===== config.mk =====
export PLATFORM = sky130hd
export DESIGN_NAME = uart_tx_app
export DESIGN_NICKNAME = d
export VERILOG_FILES = /design/src/rtl/uart_tx_app_pkg.sv /design/src/rtl/uart_tx_serializer.sv /design/src/rtl/uart_tx_app.sv
export SDC_FILE = /design/constraint.sdc
export NUM_CORES = 1
export LEC_CHECK = 0
export CORE_MARGIN = 8
export CORE_UTILIZATION = 39
export DETAILED_ROUTE_END_ITERATION = 10
export PLACE_DENSITY = 0.67
export RECOVER_POWER = 50
export SLEW_MARGIN = 20
export SYNTH_ARGS = -nofsm -noshare
export SYNTH_HDL_FRONTEND = slang
export SYNTH_HIERARCHICAL = 1
export SYNTH_SLANG_ARGS = --single-unit

===== constraint.sdc =====
create_clock -name clk_i -period 3.2 [get_ports clk_i]
set_input_delay 0.32 -clock clk_i [delete_from_list [all_inputs] [get_ports clk_i]]
set_output_delay 0.32 -clock clk_i [all_outputs]
set_load 0.01 [all_outputs]

===== src/rtl/uart_tx_app_pkg.sv =====
// Purpose: shared constants, transmitter state encoding and button-to-character mapping for uart_tx_app.
// Latency: none (declarations only).
// Backpressure: none (declarations only).
//
// Ports: none. Holds CHAR_BTN0..CHAR_BTN3, DATA_BITS, FRAME_BITS, tx_state_t and btn_to_char().
package uart_tx_app_pkg;

    localparam logic [7:0] CHAR_BTN0 = 8'h41; // 'A'
    localparam logic [7:0] CHAR_BTN1 = 8'h42; // 'B'
    localparam logic [7:0] CHAR_BTN2 = 8'h43; // 'C'
    localparam logic [7:0] CHAR_BTN3 = 8'h44; // 'D'

    localparam int unsigned DATA_BITS  = 8;
    localparam int unsigned FRAME_BITS = 10; // start + 8 data + stop

    typedef enum logic [1:0] {
        IDLE  = 2'd0,
        START = 2'd1,
        DATA  = 2'd2,
        STOP  = 2'd3
    } tx_state_t;

    // Lowest set button index wins; callers only use the result when btn != 0.
    function automatic logic [7:0] btn_to_char(input logic [3:0] btn);
        if (btn[0])      return CHAR_BTN0;
        else if (btn[1]) return CHAR_BTN1;
        else if (btn[2]) return CHAR_BTN2;
        else if (btn[3]) return CHAR_BTN3;
        else             return 8'h00;
    endfunction

endpackage


===== src/rtl/uart_tx_serializer.sv =====
// Purpose: 8N1 UART serializer (FSM, baud counter, shift register), LSB first.
// Latency: line/active change the cycle after start_vld; frame lasts 10*CLKS_PER_BIT cycles.
// Backpressure: none; start_vld is ignored unless IDLE, so the caller must gate it on busy.
//
// Ports: clk_i/rst_i (sync, active-high); start_vld + byte_dat launch a frame;
//        line is the serial output (idle high); active is high for the whole frame;
//        done pulses for one cycle during the last STOP cycle.
module uart_tx_serializer #(
    parameter int CLKS_PER_BIT = 10
) (
    input  logic       clk_i,
    input  logic       rst_i,
    input  logic       start_vld,
    input  logic [7:0] byte_dat,
    output logic       line,
    output logic       active,
    output logic       done
);
    import uart_tx_app_pkg::*;

    localparam int BAUD_W = (CLKS_PER_BIT > 1) ? $clog2(CLKS_PER_BIT) : 1;
    localparam int BIT_W  = $clog2(FRAME_BITS);
    localparam logic [BAUD_W-1:0] BAUD_LAST      = BAUD_W'(CLKS_PER_BIT - 1);
    localparam logic [BIT_W-1:0]  BIT_LAST_DATA  = BIT_W'(DATA_BITS);

    tx_state_t         state, state_nxt;
    logic [BAUD_W-1:0] baud_cnt, baud_nxt;
    // Position within the frame: 0 = start, 1..8 = data, 9 = stop.
    logic [BIT_W-1:0]  bit_cnt, bit_nxt;
    logic [7:0]        shreg, shreg_nxt;
    logic              line_nxt, active_nxt;
    logic              baud_last;

    assign baud_last = (baud_cnt == BAUD_LAST);

    always_comb begin
        state_nxt = state;
        baud_nxt  = baud_cnt;
        bit_nxt   = bit_cnt;
        shreg_nxt = shreg;
        done      = 1'b0;

        case (state)
            IDLE: begin
                if (start_vld) begin
                    state_nxt = START;
                    baud_nxt  = '0;
                    bit_nxt   = '0;
                    shreg_nxt = byte_dat;
                end
            end
            START: begin
                if (baud_last) begin
                    state_nxt = DATA;
                    baud_nxt  = '0;
                    bit_nxt   = bit_cnt + BIT_W'(1);
                end else begin
                    baud_nxt = baud_cnt + BAUD_W'(1);
                end
            end
            DATA: begin
                if (baud_last) begin
                    baud_nxt  = '0;
                    bit_nxt   = bit_cnt + BIT_W'(1);
                    shreg_nxt = shreg >> 1;
                    if (bit_cnt == BIT_LAST_DATA) begin
                        state_nxt = STOP;
                    end
                end else begin
                    baud_nxt = baud_cnt + BAUD_W'(1);
                end
            end
            STOP: begin
                if (baud_last) begin
                    state_nxt = IDLE;
                    baud_nxt  = '0;
                    bit_nxt   = '0;
                    done      = 1'b1;
                end else begin
                    baud_nxt = baud_cnt + BAUD_W'(1);
                end
            end
            default: state_nxt = IDLE;
        endcase

        // Outputs are registered from the next state so the pin never glitches.
        line_nxt = 1'b1;
        case (state_nxt)
            START:   line_nxt = 1'b0;
            DATA:    line_nxt = shreg_nxt[0];
            default: line_nxt = 1'b1;
        endcase
        active_nxt = (state_nxt != IDLE);
    end

    always_ff @(posedge clk_i) begin
        if (rst_i) begin
            state    <= IDLE;
            baud_cnt <= '0;
            bit_cnt  <= '0;
            shreg    <= '0;
            line     <= 1'b1;
            active   <= 1'b0;
        end else begin
            state    <= state_nxt;
            baud_cnt <= baud_nxt;
            bit_cnt  <= bit_nxt;
            shreg    <= shreg_nxt;
            line     <= line_nxt;
            active   <= active_nxt;
        end
    end

endmodule


===== src/rtl/uart_tx_app.sv =====
// Purpose: button-triggered UART TX; a free-running rate timer paces one character frame per accepted tick.
// Latency: line drops to the start bit the cycle after an accepting tick (+2 cycles press-to-sample with sync).
// Backpressure: ticks arriving while a frame is in flight are dropped, never queued.
//
// Ports: clk_i, rst_i (sync, active-high); button_i[3:0] active-high, bit n selects 'A'+n,
//        lowest index wins; uart_tx_data_o serial line (idle high, 8N1, LSB first);
//        uart_tx_active_o high for the full frame.
// Build option: define UART_TX_APP_SYNC_EN to pass button_i through a 2-flop synchronizer.
module uart_tx_app #(
    parameter int DEFAULT_SEND_RATE = 750,
    parameter int CLKS_PER_BIT      = 10
) (
    input  logic       clk_i,
    input  logic       rst_i,
    input  logic [3:0] button_i,
    output logic       uart_tx_data_o,
    output logic       uart_tx_active_o
);
    import uart_tx_app_pkg::*;

    localparam int RATE_W = (DEFAULT_SEND_RATE > 1) ? $clog2(DEFAULT_SEND_RATE) : 1;
    localparam logic [RATE_W-1:0] RATE_LAST = RATE_W'(DEFAULT_SEND_RATE - 1);

    logic [RATE_W-1:0] rate_cnt;
    logic              rate_tick;
    logic [3:0]        btn_use;
    logic              start_vld;
    logic              tx_busy;
    logic              tx_done;

    // Rate timer runs from reset regardless of buttons; tick is the terminal count.
    assign rate_tick = (rate_cnt == RATE_LAST);

    always_ff @(posedge clk_i) begin
        if (rst_i) begin
            rate_cnt <= '0;
        end else if (rate_tick) begin
            rate_cnt <= '0;
        end else begin
            rate_cnt <= rate_cnt + RATE_W'(1);
        end
    end

`ifdef UART_TX_APP_SYNC_EN
    logic [3:0] btn_meta;
    logic [3:0] btn_sync;

    always_ff @(posedge clk_i) begin
        if (rst_i) begin
            btn_meta <= '0;
            btn_sync <= '0;
        end else begin
            btn_meta <= button_i;
            btn_sync <= btn_meta;
        end
    end

    assign btn_use = btn_sync;
`else
    assign btn_use = button_i;
`endif

    assign start_vld = rate_tick && !tx_busy && (btn_use != 4'b0000);

    // Busy spans from the accepting tick through the last STOP cycle, so the
    // next frame can only be accepted once the serializer is back in IDLE.
    always_ff @(posedge clk_i) begin
        if (rst_i) begin
            tx_busy <= 1'b0;
        end else if (start_vld) begin
            tx_busy <= 1'b1;
        end else if (tx_done) begin
            tx_busy <= 1'b0;
        end
    end

    uart_tx_serializer #(
        .CLKS_PER_BIT(CLKS_PER_BIT)
    ) u_ser (
        .clk_i     (clk_i),
        .rst_i     (rst_i),
        .start_vld (start_vld),
        .byte_dat  (btn_to_char(btn_use)),
        .line      (uart_tx_data_o),
        .active    (uart_tx_active_o),
        .done      (tx_done)
    );

endmodule


==> flow_summary.toml <==
[global_route]
grt-ovfl-total = 0
grt_max_degree = 20
grt_pass1_wl_um = 5685
antenna_found_initial = 0
grt_pass1_vias = 1251
grt_usage_pct = 10.86

[power]
power_density_nw_per_um2 = 415.4
max-vdd-ir-drop_mv = 0.1687
power.total_w = 0.0007754
cellLeakagePower_nw = 0.6604

[routing]
routed-wl-met2_um = 1357
finalWirelength_um = 3155
routed.top_layer = "met4"
dr.pass1.iters = 4
vias = 1338
wl_met3_um = 132
antenna_left = 0
vias_per_cell = 5.227
wl_met1_um = 1622
detail_route.wl_per_cell_um = 12.32
drtIter0Drc = 87
drc = 0

[synthesis]
yosysSeqAreaShare_pct = 37.01
synth_area_leaders = "dfxtp_1 (37%), ha_1 (7.5%), nor2_1 (5.8%), a21oi_1 (3.3%), a22oi_1 (3.1%)"
syn_area_sq_um = 1677
synth_warnings = 6
synth_cells = 194
async_flop_share_pct = 0
yosys.area.top_type = "dfxtp_1"
synth-edff-count = 0
syn_area_per_cell_sq_um = 8.642
ys_types = 49
synth_top_cell_area_share_pct = 37.01
synth-main-ff-cell = "dfxtp_1"
ys_ff_latch = 31

[cts]
cts_hold_buf = 0
clock_latency_ns = 0.28
cts_tree = "built"
htree_levels = 2
post_cts.repair.setup_buffers = 0
cts.sinks = 31
cts-root-buf = "clkbuf_8"
cts_buffer_depth = 2
clk_pin_slew_ns = 0.07
cts_resized = 0
cts_made_buffers = 5

[place]
place_congestion = 0.7666
dpl.hpwl_um = 2219
portBuffers = 7

[die]
ios = 8
die_h_um = 81.57
die_width_um = 81.57
start_util_pct = 39.60
std_cell_rows = 24
core-area_sq_um = 4234
die_area_sq_um = 6653

[sta]
final_hold_viol_count = 0
setup_viol = 0
fmax_mhz = 380.1
fin_worst_skew_ns = 0.008776
worstMarginPinSlew_ns = 0.6128
tns_ns = 0
fin_crit_sh_pct = 82.22
rsz0062_at_grt = "false"
relSlewSlack_pct = 59.15
final_max_slew_viol_count = 0
post-route-min-period_ns = 2.631

[setup_path]
cp-end-kind = "flip-flop"
crit_arrival_ns = 2.78
crit_required_ns = 3.35
critPathKind = "reg2reg"
start_kind = "flip-flop"
path_max_fanout = 7

[finish]
area_growth_pct = 11.34
layout_common_cells = "dfxtp_1 (31), nor2_1 (26), nand2_1 (11), a21oi_1 (11), ha_1 (10)"
layout_commonest_cell = "dfxtp_1"
n_antenna_cell = 0
num-nets-final = 219
drive_gt1_share_pct = 6.863

[min_path]
min_path_type = "reg2reg"

[outcome]
status = "completed"

[flow_run]
maxCapViolations = 0
## per-layer routing
| metal | GRT usage [%] | up-vias |
|---|---|---|
| met4 | 5.357 | 0 |
| met5 | 0 | - |
| met1 | 14.11 | 600 |
| met3 | 3.173 | 5 |
| met2 | 15.99 | 21 |
| li1 | - | 712 |
## critical path, stage by stage (launching register included)
cell	delay, ns
dfxtp_1	0.42
ha_1	0.17
and4bb_1	0.20
nand2_1	0.11
nor4_2	0.55
mux2i_1	0.23
a221o_1	0.39
nor4b_1	0.29
mux2i_1	0.14
## state kept, by name, indices dropped and copies added, names as in the netlist
signal	flops
rate_cnt	10
u_ser/shreg	8
u_ser/baud_cnt	4
u_ser/bit_cnt	4
u_ser/state	2
tx_busy	1
u_ser/active	1
u_ser/line	1
## synth_stat cells, types with 2 or more instances
| cell type | number |
|---|---|
| dfxtp_1 | 31 |
| nor2_1 | 26 |
| a21oi_1 | 11 |
| nand2_1 | 11 |
| ha_1 | 10 |
| inv_1 | 9 |
| a22oi_1 | 7 |
| nand3_1 | 7 |
| a211oi_1 | 6 |
| o21ai_0 | 6 |
| mux2i_1 | 5 |
| nand4_1 | 4 |
| and2_1 | 3 |
| buf_6 | 3 |
| clkbuf_1 | 3 |
| nor2b_1 | 3 |
| nor4_1 | 3 |
| nor4b_1 | 3 |
| or3_1 | 3 |
| xor2_1 | 3 |
| a21o_1 | 2 |
| a31oi_1 | 2 |
| and2_4 | 2 |
| and3_1 | 2 |
| and3b_1 | 2 |
| buf_4 | 2 |
| nand2b_1 | 2 |
| nand3b_1 | 2 |
## final timing paths
| check | to | slack [ns] | start | depth (start not counted) |
|---|---|---|---|---|
| min reg2reg | rate_cnt[0]$_SDFF_PP0_ | 0.50 | rate_cnt[0]$_SDFF_PP0_ | 1 |
| max reg2reg | u_ser/line$_SDFF_PP1_ | 0.57 | rate_cnt[0]$_SDFF_PP0_ | 8 |
| max | u_ser/line$_SDFF_PP1_ | 0.57 | rate_cnt[0]$_SDFF_PP0_ | 8 |
| min | rate_cnt[0]$_SDFF_PP0_ | 0.50 | rate_cnt[0]$_SDFF_PP0_ | 1 |
## power breakdown
| group | total (W) | switching [W] | internal, W |
|---|---|---|---|
| Sequential | 0.000401 | 0.00000818 | 0.000393 |
| Clock | 0.000342 | 0.000146 | 0.000195 |
| Combinational | 0.0000327 | 0.0000167 | 0.0000160 |
| Total | 0.000775 | 0.000171 | 0.000604 |
## through the flow
step | instances | util [%] | cell area [sq um] | setup slack [ns] | hold WS, ns
floorplan | 197 | - | 1688 | 0.9438 | 0.3891
global placement | 248 | 41.70 | 1765 | 0.7366 | 0.4803
detailed placement | 248 | 41.70 | 1765 | 0.5813 | 0.4830
CTS | 256 | 44.15 | 1869 | 0.5664 | 0.4990
global route | 256 | 44.09 | 1867 | 0.3418 | 0.5303
finish | 256 | 44.09 | 1867 | 0.5689 | 0.4984
## cells by family (layout without fill, tap and decap cells)
logic type | count (synthesis) | count (layout) | share of synthesized area [%]
XOR/XNOR | 4 | 4 | 2.090
other | 1 | 4 | 0.2237
multiplexers | 5 | 5 | 2.985
adder cells (fa/ha/maj) | 10 | 10 | 7.463
buffers and inverters | 18 | 25 | 5.895
flip-flops | 31 | 31 | 37.02
AND/OR/NAND/NOR | 78 | 78 | 25.15
AO/OA/AOI/OAI | 47 | 47 | 19.18
## area by class of cell
class / instances / area [sq um]
well taps: 52 / 65.06
inverters: 9 / 33.78
fillers: 421 / 2367
multi-input cells: 148 / 965.9
clock buffers: 7 / 96.34
clock inverters: 1 / 7.507
repair buffers: 8 / 77.57
flip-flops and latches: 31 / 620.6
(Power assumes the default switching activity.)
